### src/rtl/div_pkg.sv
// Shared definitions for the 16-bit iterative restoring divider:
// datapath width, iteration count and the three-state controller encoding.
package div_pkg;

    localparam int DIV_W      = 16;
    localparam int ITER_COUNT = 16;
    localparam int CNT_W      = 4;

    typedef enum logic [1:0] {
        IDLE = 2'd0,
        RUN  = 2'd1,
        DONE = 2'd2
    } div_state_t;

    // Counter value seen on the final RUN edge; the counter wraps to 0 on that edge.
    function automatic logic [CNT_W-1:0] last_iter();
        return CNT_W'(ITER_COUNT - 1);
    endfunction

endpackage

### src/rtl/div_sub_stage.sv
// Combinational trial subtraction for one restoring step:
// 17-bit partial remainder minus the zero-extended 16-bit divisor.
module div_sub_stage
    import div_pkg::*;
(
    input  logic [DIV_W:0]   minuend,
    input  logic [DIV_W-1:0] divisor,
    output logic [DIV_W-1:0] difference,
    output logic             non_neg
);

    logic [DIV_W:0] trial;

    assign trial = minuend - {1'b0, divisor};

    // With a set top bit the minuend already exceeds any 16-bit divisor;
    // otherwise both operands fit in 16 bits and bit 16 is the sign of the result.
    assign non_neg = minuend[DIV_W] | ~trial[DIV_W];

    // A non-negative trial is always smaller than the divisor, so 16 bits hold it.
    assign difference = trial[DIV_W-1:0];

endmodule

### src/rtl/iter_divider_16bit.sv
// Unsigned 16-bit restoring divider: one quotient bit per clock over 16 RUN cycles,
// then a single-cycle DONE pulse. A zero divisor short-circuits straight to DONE.
module iter_divider_16bit
    import div_pkg::*;
(
    input  logic             clk,
    input  logic             rst_n,
    input  logic             start,
    input  logic [DIV_W-1:0] dividend,
    input  logic [DIV_W-1:0] divisor,
    output logic             busy,
    output logic             done,
    output logic [DIV_W-1:0] quotient,
    output logic [DIV_W-1:0] remainder,
    output logic             div_by_zero
);

    div_state_t       state;
    logic [CNT_W-1:0] count;
    logic [DIV_W-1:0] quo_reg;
    logic [DIV_W-1:0] rem_reg;
    logic [DIV_W-1:0] divisor_reg;
    logic             busy_reg;
    logic             done_reg;
    logic             dbz_reg;

    // The 17-bit partial remainder is the stored remainder shifted left with the
    // next dividend bit; the stored part stays below the divisor so 16 bits suffice.
    logic [DIV_W:0]   minuend;
    logic [DIV_W-1:0] trial_diff;
    logic             trial_ok;

    assign minuend = {rem_reg, quo_reg[DIV_W-1]};

    div_sub_stage u_sub (
        .minuend    (minuend),
        .divisor    (divisor_reg),
        .difference (trial_diff),
        .non_neg    (trial_ok)
    );

    always_ff @(posedge clk or negedge rst_n) begin
        if (!rst_n) begin
            state       <= IDLE;
            count       <= '0;
            quo_reg     <= '0;
            rem_reg     <= '0;
            divisor_reg <= '0;
            busy_reg    <= 1'b0;
            done_reg    <= 1'b0;
            dbz_reg     <= 1'b0;
        end else begin
            case (state)
                IDLE: begin
                    done_reg <= 1'b0;
                    busy_reg <= 1'b0;
                    if (start) begin
                        busy_reg <= 1'b1;
                        if (divisor == '0) begin
                            quo_reg  <= {DIV_W{1'b1}};
                            rem_reg  <= dividend;
                            dbz_reg  <= 1'b1;
                            done_reg <= 1'b1;
                            state    <= DONE;
                        end else begin
                            quo_reg     <= dividend;
                            rem_reg     <= '0;
                            divisor_reg <= divisor;
                            count       <= '0;
                            dbz_reg     <= 1'b0;
                            state       <= RUN;
                        end
                    end
                end

                RUN: begin
                    quo_reg <= {quo_reg[DIV_W-2:0], trial_ok};
                    rem_reg <= trial_ok ? trial_diff : minuend[DIV_W-1:0];
                    count   <= count + 1'b1;
                    if (count == last_iter()) begin
                        done_reg <= 1'b1;
                        state    <= DONE;
                    end
                end

                DONE: begin
                    done_reg <= 1'b0;
                    busy_reg <= 1'b0;
                    state    <= IDLE;
                end

                default: begin
                    done_reg <= 1'b0;
                    busy_reg <= 1'b0;
                    state    <= IDLE;
                end
            endcase
        end
    end

    assign busy        = busy_reg;
    assign done        = done_reg;
    assign quotient    = quo_reg;
    assign remainder   = rem_reg;
    assign div_by_zero = dbz_reg;

endmodule

### config.mk
export PLATFORM = sky130hd
export DESIGN_NAME = iter_divider_16bit
export DESIGN_NICKNAME = d
export VERILOG_FILES = /design/src/rtl/div_pkg.sv /design/src/rtl/div_sub_stage.sv /design/src/rtl/iter_divider_16bit.sv
export SDC_FILE = /design/constraint.sdc
export NUM_CORES = 1
export LEC_CHECK = 0
export CORE_MARGIN = 10
export CORE_UTILIZATION = 35
export DETAILED_ROUTE_END_ITERATION = 12
export PLACE_DENSITY = 0.68
export SLEW_MARGIN = 20
export SYNTH_ARGS = -nofsm -noshare
export SYNTH_HDL_FRONTEND = slang
export SYNTH_HIERARCHICAL = 1
export SYNTH_SLANG_ARGS = --single-unit
export TNS_END_PERCENT = 100
### constraint.sdc
create_clock -name clk -period 3.1 [get_ports clk]
set_clock_uncertainty 0.15 [all_clocks]
set_input_delay 0.62 -clock clk [delete_from_list [all_inputs] [get_ports clk]]
set_output_delay 0.62 -clock clk [all_outputs]
set_load 0.01 [all_outputs]
# ---- Word level (Yosys, flattened, before mapping)
# Index checks and enable logic that the tools add are counted.
dict set report word_totals {
  reg_bits 57
  inputBits 35
  output_inout_bits 35
  elab_cells 46
}
dict set report op_classes {
  add_sub_neg 2
  n_eq_ne 5
  muxes 20
  bitwise 3
  reduce_logical 8
}
# cell n
set ops {}
lappend ops {{two-way mux 16 bit} 5}
lappend ops {{case mux 16 bit (2 select lines)} 2}
lappend ops {{subtractor 17 x 16 -> 17 bit} 1}
lappend ops {{logical NOT 16 bit} 1}
lappend ops {{two-way mux 4 bit} 2}
lappend ops {{case mux 4 bit (2 select lines)} 1}
lappend ops {{two-way mux 2 bit} 3}
lappend ops {{!= test 2 bit, second input constant} 3}
lappend ops {{AND reduction 2 bit} 3}
lappend ops {{AND reduction 3 bit} 2}
lappend ops {{adder 4 x 1 -> 4 bit, second input constant} 1}
lappend ops {{== test 4 bit, second input constant} 1}
lappend ops {{two-way mux 1 bit} 4}
lappend ops {{case mux 1 bit (2 select lines)} 2}
lappend ops {{case mux 2 bit (2 select lines)} 1}
lappend ops {{== test 2 x 1 -> 1 bit, second input constant} 1}
lappend ops {{logical NOT 2 bit} 1}
lappend ops {{inverter 1 bit} 2}
lappend ops {{nonzero test 2 bit} 1}
lappend ops {{OR 1 bit} 1}

# ---- Depth between registers and ports, before layout
# Gate-level depths: netlist of run 1.
dict set report depth {
  depth_word 5
  depth_mapped 13
  depth_no_buf 11
}

# ---- Modules after synthesis
# Netlist of run 1, hierarchy kept.
# mod n_inst cells_each area_per_inst_um2 seq_area_each_um2
set by_module_without_submodules {}
lappend by_module_without_submodules {iter_divider_16bit 1 257 2695.1 1426.4}
lappend by_module_without_submodules {div_sub_stage 1 135 927.1 0.0}

# ---- Worst setup path before layout of run 1
# Ideal clock, no wire load.
dict set report synth_timing {
  kind {register to register}
  start {register quo_reg[15], in the netlist quotient[15]}
  end {register rem_reg[10], in the netlist remainder[10]}
  setup_time_ns 0.126
  t_arrival_ns 2.890
  required_ns 2.824
  slack_ns -0.066
  stages_incl_launch_ff 14
  n_path_buf 2
  period_less_slack_ns 3.166
  cell_sequence {dfrtp_1 -> inv_1 -> ha_1 -> fa_1 -> nor2b_1 -> o2111ai_1 -> a211oi_2 -> a211oi_2 -> o211ai_1 -> buf_2 -> buf_2 -> mux2i_1 -> nor2_1 -> a221o_1}
}
dict set report synth_via {
  elab_chain_cells 5
}
# item line_no
set synth_lines {}
lappend synth_lines {{start: declaration} iter_divider_16bit.sv:20} ;# logic [DIV_W-1:0] quo_reg;
lappend synth_lines {{start signal: assignment} iter_divider_16bit.sv:60} ;# quo_reg <= {DIV_W{1'b1}};
lappend synth_lines {{start signal: assignment} iter_divider_16bit.sv:66} ;# quo_reg <= dividend;
lappend synth_lines {{start signal: assignment} iter_divider_16bit.sv:77} ;# quo_reg <= {quo_reg[DIV_W-2:0], trial_ok};
lappend synth_lines {{subtractor 17 x 16 -> 17 bit} div_sub_stage.sv:14} ;# assign trial = minuend - {1'b0, divisor};
lappend synth_lines {{inverter 1 bit} div_sub_stage.sv:18} ;# assign non_neg = minuend[DIV_W] | ~trial[DIV_W];
lappend synth_lines {{OR 1 bit} div_sub_stage.sv:18}
lappend synth_lines {{via trial_ok} iter_divider_16bit.sv:31} ;# logic trial_ok;
lappend synth_lines {{two-way mux 16 bit} iter_divider_16bit.sv:78} ;# rem_reg <= trial_ok ? trial_diff : minuend[DIV_W-1:0];
lappend synth_lines {{case mux 16 bit (2 select lines)} iter_divider_16bit.sv:53} ;# case (state)
lappend synth_lines {{end signal: assignment} iter_divider_16bit.sv:61} ;# rem_reg <= dividend;
lappend synth_lines {{end signal: assignment} iter_divider_16bit.sv:78}
lappend synth_lines {{end: declaration} iter_divider_16bit.sv:21} ;# logic [DIV_W-1:0] rem_reg;
# The timed path passes the listed nets, and every way through them passes these cells.
# A chain may end at the register's enable or synchronous reset.

# ---- Final worst setup path of run 1
dict set report layout_timing {
  start {register divisor_reg[0]}
  end {register rem_reg[10], in the netlist remainder[10]}
}
dict set report layout_via {
  elab_cells_between_ends 5
  classes_between {add/sub (1); mux (2); bitwise (2)}
}
# item line_no
set layout_rtl {}
lappend layout_rtl {{start: declaration} iter_divider_16bit.sv:22} ;# logic [DIV_W-1:0] divisor_reg;
lappend layout_rtl {{start signal: assignment} iter_divider_16bit.sv:68} ;# divisor_reg <= divisor;
lappend layout_rtl {{subtractor 17 x 16 -> 17 bit} div_sub_stage.sv:14}
lappend layout_rtl {{via trial_diff[10]} iter_divider_16bit.sv:30} ;# logic [DIV_W-1:0] trial_diff;
lappend layout_rtl {{two-way mux 16 bit} iter_divider_16bit.sv:78}
lappend layout_rtl {{case mux 16 bit (2 select lines)} iter_divider_16bit.sv:53}
# The timed path passes the listed nets, and every way through them passes these cells.

==> results of run 1 <==
[how the worst max path moves through the flow]
stage	startpoint	cells past startpoint	slack [ps]	endpoint
2_1_floorplan	quotient[15]	13	5	remainder[10]
3_3_place_gp	divisor_reg[0]	11	120	remainder[0]
3_5_place_dp	divisor_reg[0]	11	50	remainder[6]
4_1_cts	divisor_reg[0]	11	30	remainder[6]
5_1_grt	divisor_reg[0]	11	-70	remainder[10]
6_report	divisor_reg[0]	12	80	remainder[10]
[layout make-up]
cell class              count  area (µm²)
fillers                   976        5443
well taps                 136       170.2
inverters                  23       86.33
repair buffers             90       840.8
multi-input cells         288        1989
clock inverters             2       60.06
flip-flops and latches     57        1426
clock buffers              13       168.9
[stage by stage]
stage | setup WS (ps) | power (mW) | hold slack, ps | area (µm²) | util, %
finish | 79.99 | 6.439 | 263.5 | 4742 | 46.56
global route | -70.00 | 6.997 | 346.1 | 4742 | 46.56
CTS | 25.19 | 6.340 | 305.3 | 4681 | 45.96
floorplan | 5.010 | 4.274 | 174.4 | 3625 | -
global placement | 123.2 | 5.407 | 341.2 | 4452 | 43.71
detailed placement | 46.93 | 5.498 | 347.8 | 4452 | 43.71
[power breakdown]
part / total, mW / switching, mW / internal, mW
clock network: 0.821 / 0.306 / 0.515
logic: 4.14 / 2.04 / 2.10
registers: 1.48 / 0.344 / 1.13
total: 6.44 / 2.69 / 3.75
[per-layer routing]
metal / wire [µm] / vias to the layer above
li1: - / 1542
met1: 4815 / 1496
met2: 4494 / 87
met3: 573 / 9
met4: 129 / 0
met5: 0 / -
[worst max-delay path: cells and delay by family, from the launching register on]
kind | cells | cell delay [ps]
AND/OR/NAND/NOR | 3 | 370
AO/OA/AOI/OAI | 4 | 1030
buffers and inverters | 2 | 300
multiplexers | 1 | 160
flip-flops | 1 | 380
adder cells (fa/ha/maj) | 2 | 560
[kinds of logic after synthesis]
kind of cell / share of synthesized area (%)
AND/OR/NAND/NOR: 17.79
AO/OA/AOI/OAI: 16.30
flip-flops: 39.38
buffers and inverters: 6.217
multiplexers: 10.26
adder cells (fa/ha/maj): 6.425
XOR/XNOR: 3.627
[cells in the final DEF (no fill, tap or decap), types with 2 or more instances in the layout]
cell type        synthesis  final
nor4_1                   5      5
bufinv_16                0      2
a311oi_1                 2      2
mux2_2                  17     17
buf_4                    2     20
o21ai_1                  4      4
nand3b_1                 3      3
o211ai_1                 4      4
a211oi_2                 3      3
ha_2                     0      3
xor2_1                   4      4
o21bai_1                 3      3
xnor2_1                 11     11
and3_1                  17     17
nand2b_1                 4      4
ha_1                    17     14
inv_1                   23     23
a21oi_1                 15     15
buf_2                    5      2
a221o_1                 17     17
mux2i_1                 18     18
nor3_1                   2      2
nor2_1                  46     46
clkdlybuf4s50_1          0     68
o21ai_0                 25     25
dfrtp_1                 57     57
clkbuf_8                 0     12
nand4_1                  3      3
a21o_1                   3      3
nand2_1                 40     40
nand3_1                  4      4
nor2b_1                  4      3
[repair_timing]
item                                    in CTS  in global routing
endpoints found under the hold margin        0                  0
resized for setup                            0                  7
buffers inserted                             0                  5
endpoints found under the setup margin       0                 16
==> flow_summary.ini, run 1 <==
[status]
status = finished, final reports clean

[timing]
slew_violations = 0
fin_crit_ps = 3020
worst_slew_pin_slew_ps = 992.4
period_share_pct = 97.42
rsz0062_at_grt = true
finalSetupViolations = 0
maxSlewHeadroom_pct = 33.60
fmax_mhz = 331.1
setup_tns_ps = 0
hold_viol_final = 0

[clock_tree]
cts_sinks = 57
cts-root-buf = clkbuf_8
htreeDepth = 3
cts_tree = done
max-clock-path-buffers = 2
cts_buffers = 9
clk_pin_slew_worst_paths_ps = 70
holdBufCountCts = 0
clock_latency_ps = 330

[worst_setup_path]
r2r-end = remainder[10]
critPathLaunchType = register
cp_cell_sequence = ha_2 > fa_2 > nor2b_2 > o2111ai_2 > buf_4 > buf_4 > a21oi_1 > nor2b_1 > o311ai_0 > mux2i_1 > nor2_1 > a221o_1
slowest_stage = o311ai_0
arrival_ps = 3140
cpMostUsedCell = buf_4
cp-end-kind = register
r2r_cells = 12
crit_type = reg2reg
crit-reg2reg-launch = divisor_reg[0]
worstPathMaxFanout = 2
r2r_slack_ps = 80
crit_required_ps = 3220
critPathMaxStageDelay_ps = 510

[routing]
wl_mm = 10.01
drc = 0
num_vias = 3134
dr.first_iter.drc_count = 235
drt-wirelength-per-cell_um = 16.44
ant_nets = 0
via_per_inst = 5.146
drt-pass1-iter-count = 4

[synthesis]
yosys.cell_count.top_type = dfrtp_1
synthTopCellsByCount = dfrtp_1 (57), nor2_1 (46), nand2_1 (40)
synth_seq_area_share_pct = 39.38
ys_ff_latch = 57
async_flop_share_pct = 100.0
syn_inst = 392
yosys_warnings = 6
synth_nets = 445
synthDistinctLibCells = 50
netlist_area_um2 = 3622
synth.top_cell.area_share_pct = 39.38
synth_edf_count = 0
ys.flop_type = dfrtp_1
synthTopCellsByArea = dfrtp_1 (39%), ha_1 (5.9%), mux2_2 (5.3%)
yosysTopAreaCell = dfrtp_1
avgSynthCellArea_um2 = 9.240

[layout]
final-instance-count-excl-fill = 609
area_growth_pct = 30.92
n_antenna_cell = 0
layout.nets = 522
drive_above_1_share_pct = 13.53

[global_route]
use_met2_pct = 20.53
use_met3_pct = 2.590
first_global_vias = 3138
grt_pass1_wl_mm = 16.40
grt-ovfl-total = 0
top_usage_layer = met2
antenna_found_initial = 0
globalRouteMet1Util_pct = 18.88
grtUsageTotal_pct = 13.50
grt_max_degree = 58

[placed_design]
gp_congestion = 0.9282
hpwl_mm = 7.693
dpl.cell_count = 588
portBuffers = 69

[pwr]
p_per_area_nw_per_um2 = 1358
power_leakage_nw = 2.156
irDropWorstVdd_mv = 0.4925

[floorplan]
ios = 70
initial_core_util_pct = 35.57
dieWidth_um = 121.7
die_area_um2 = 14820
fp-row-count = 37
dieHeight_um = 121.7
core-area_um2 = 10180

[job]
max-cap-violations = 0

[hold_path]
hold_path.class = in2async
Power figures use the tool's default switching activity.
==> inputs of run 2 (changes only) <==
--- a/constraint.sdc
+++ b/constraint.sdc
@@ -3,3 +3,3 @@
 set_input_delay 0.62 -clock clk [delete_from_list [all_inputs] [get_ports clk]]
 set_output_delay 0.62 -clock clk [all_outputs]
-set_load 0.01 [all_outputs]
+set_load 0.005 [all_outputs]
==> results of run 2 <==
The final DEF is identical to that of run 1. Status: finished, final reports clean.
Among the figures that moved: total power 6.439 mW -> 6.351 mW; worst IR drop on VDD 0.4925 mV -> 0.4922 mV
==> inputs of run 3 (changes only) <==
CTS_CLUSTER_SIZE = 10   (was unset)
==> results of run 3 <==
The final DEF is identical to that of run 1. Status: finished, final reports clean.
Among the figures that moved: total power 6.439 mW -> 6.351 mW; worst IR drop on VDD 0.4925 mV -> 0.4922 mV
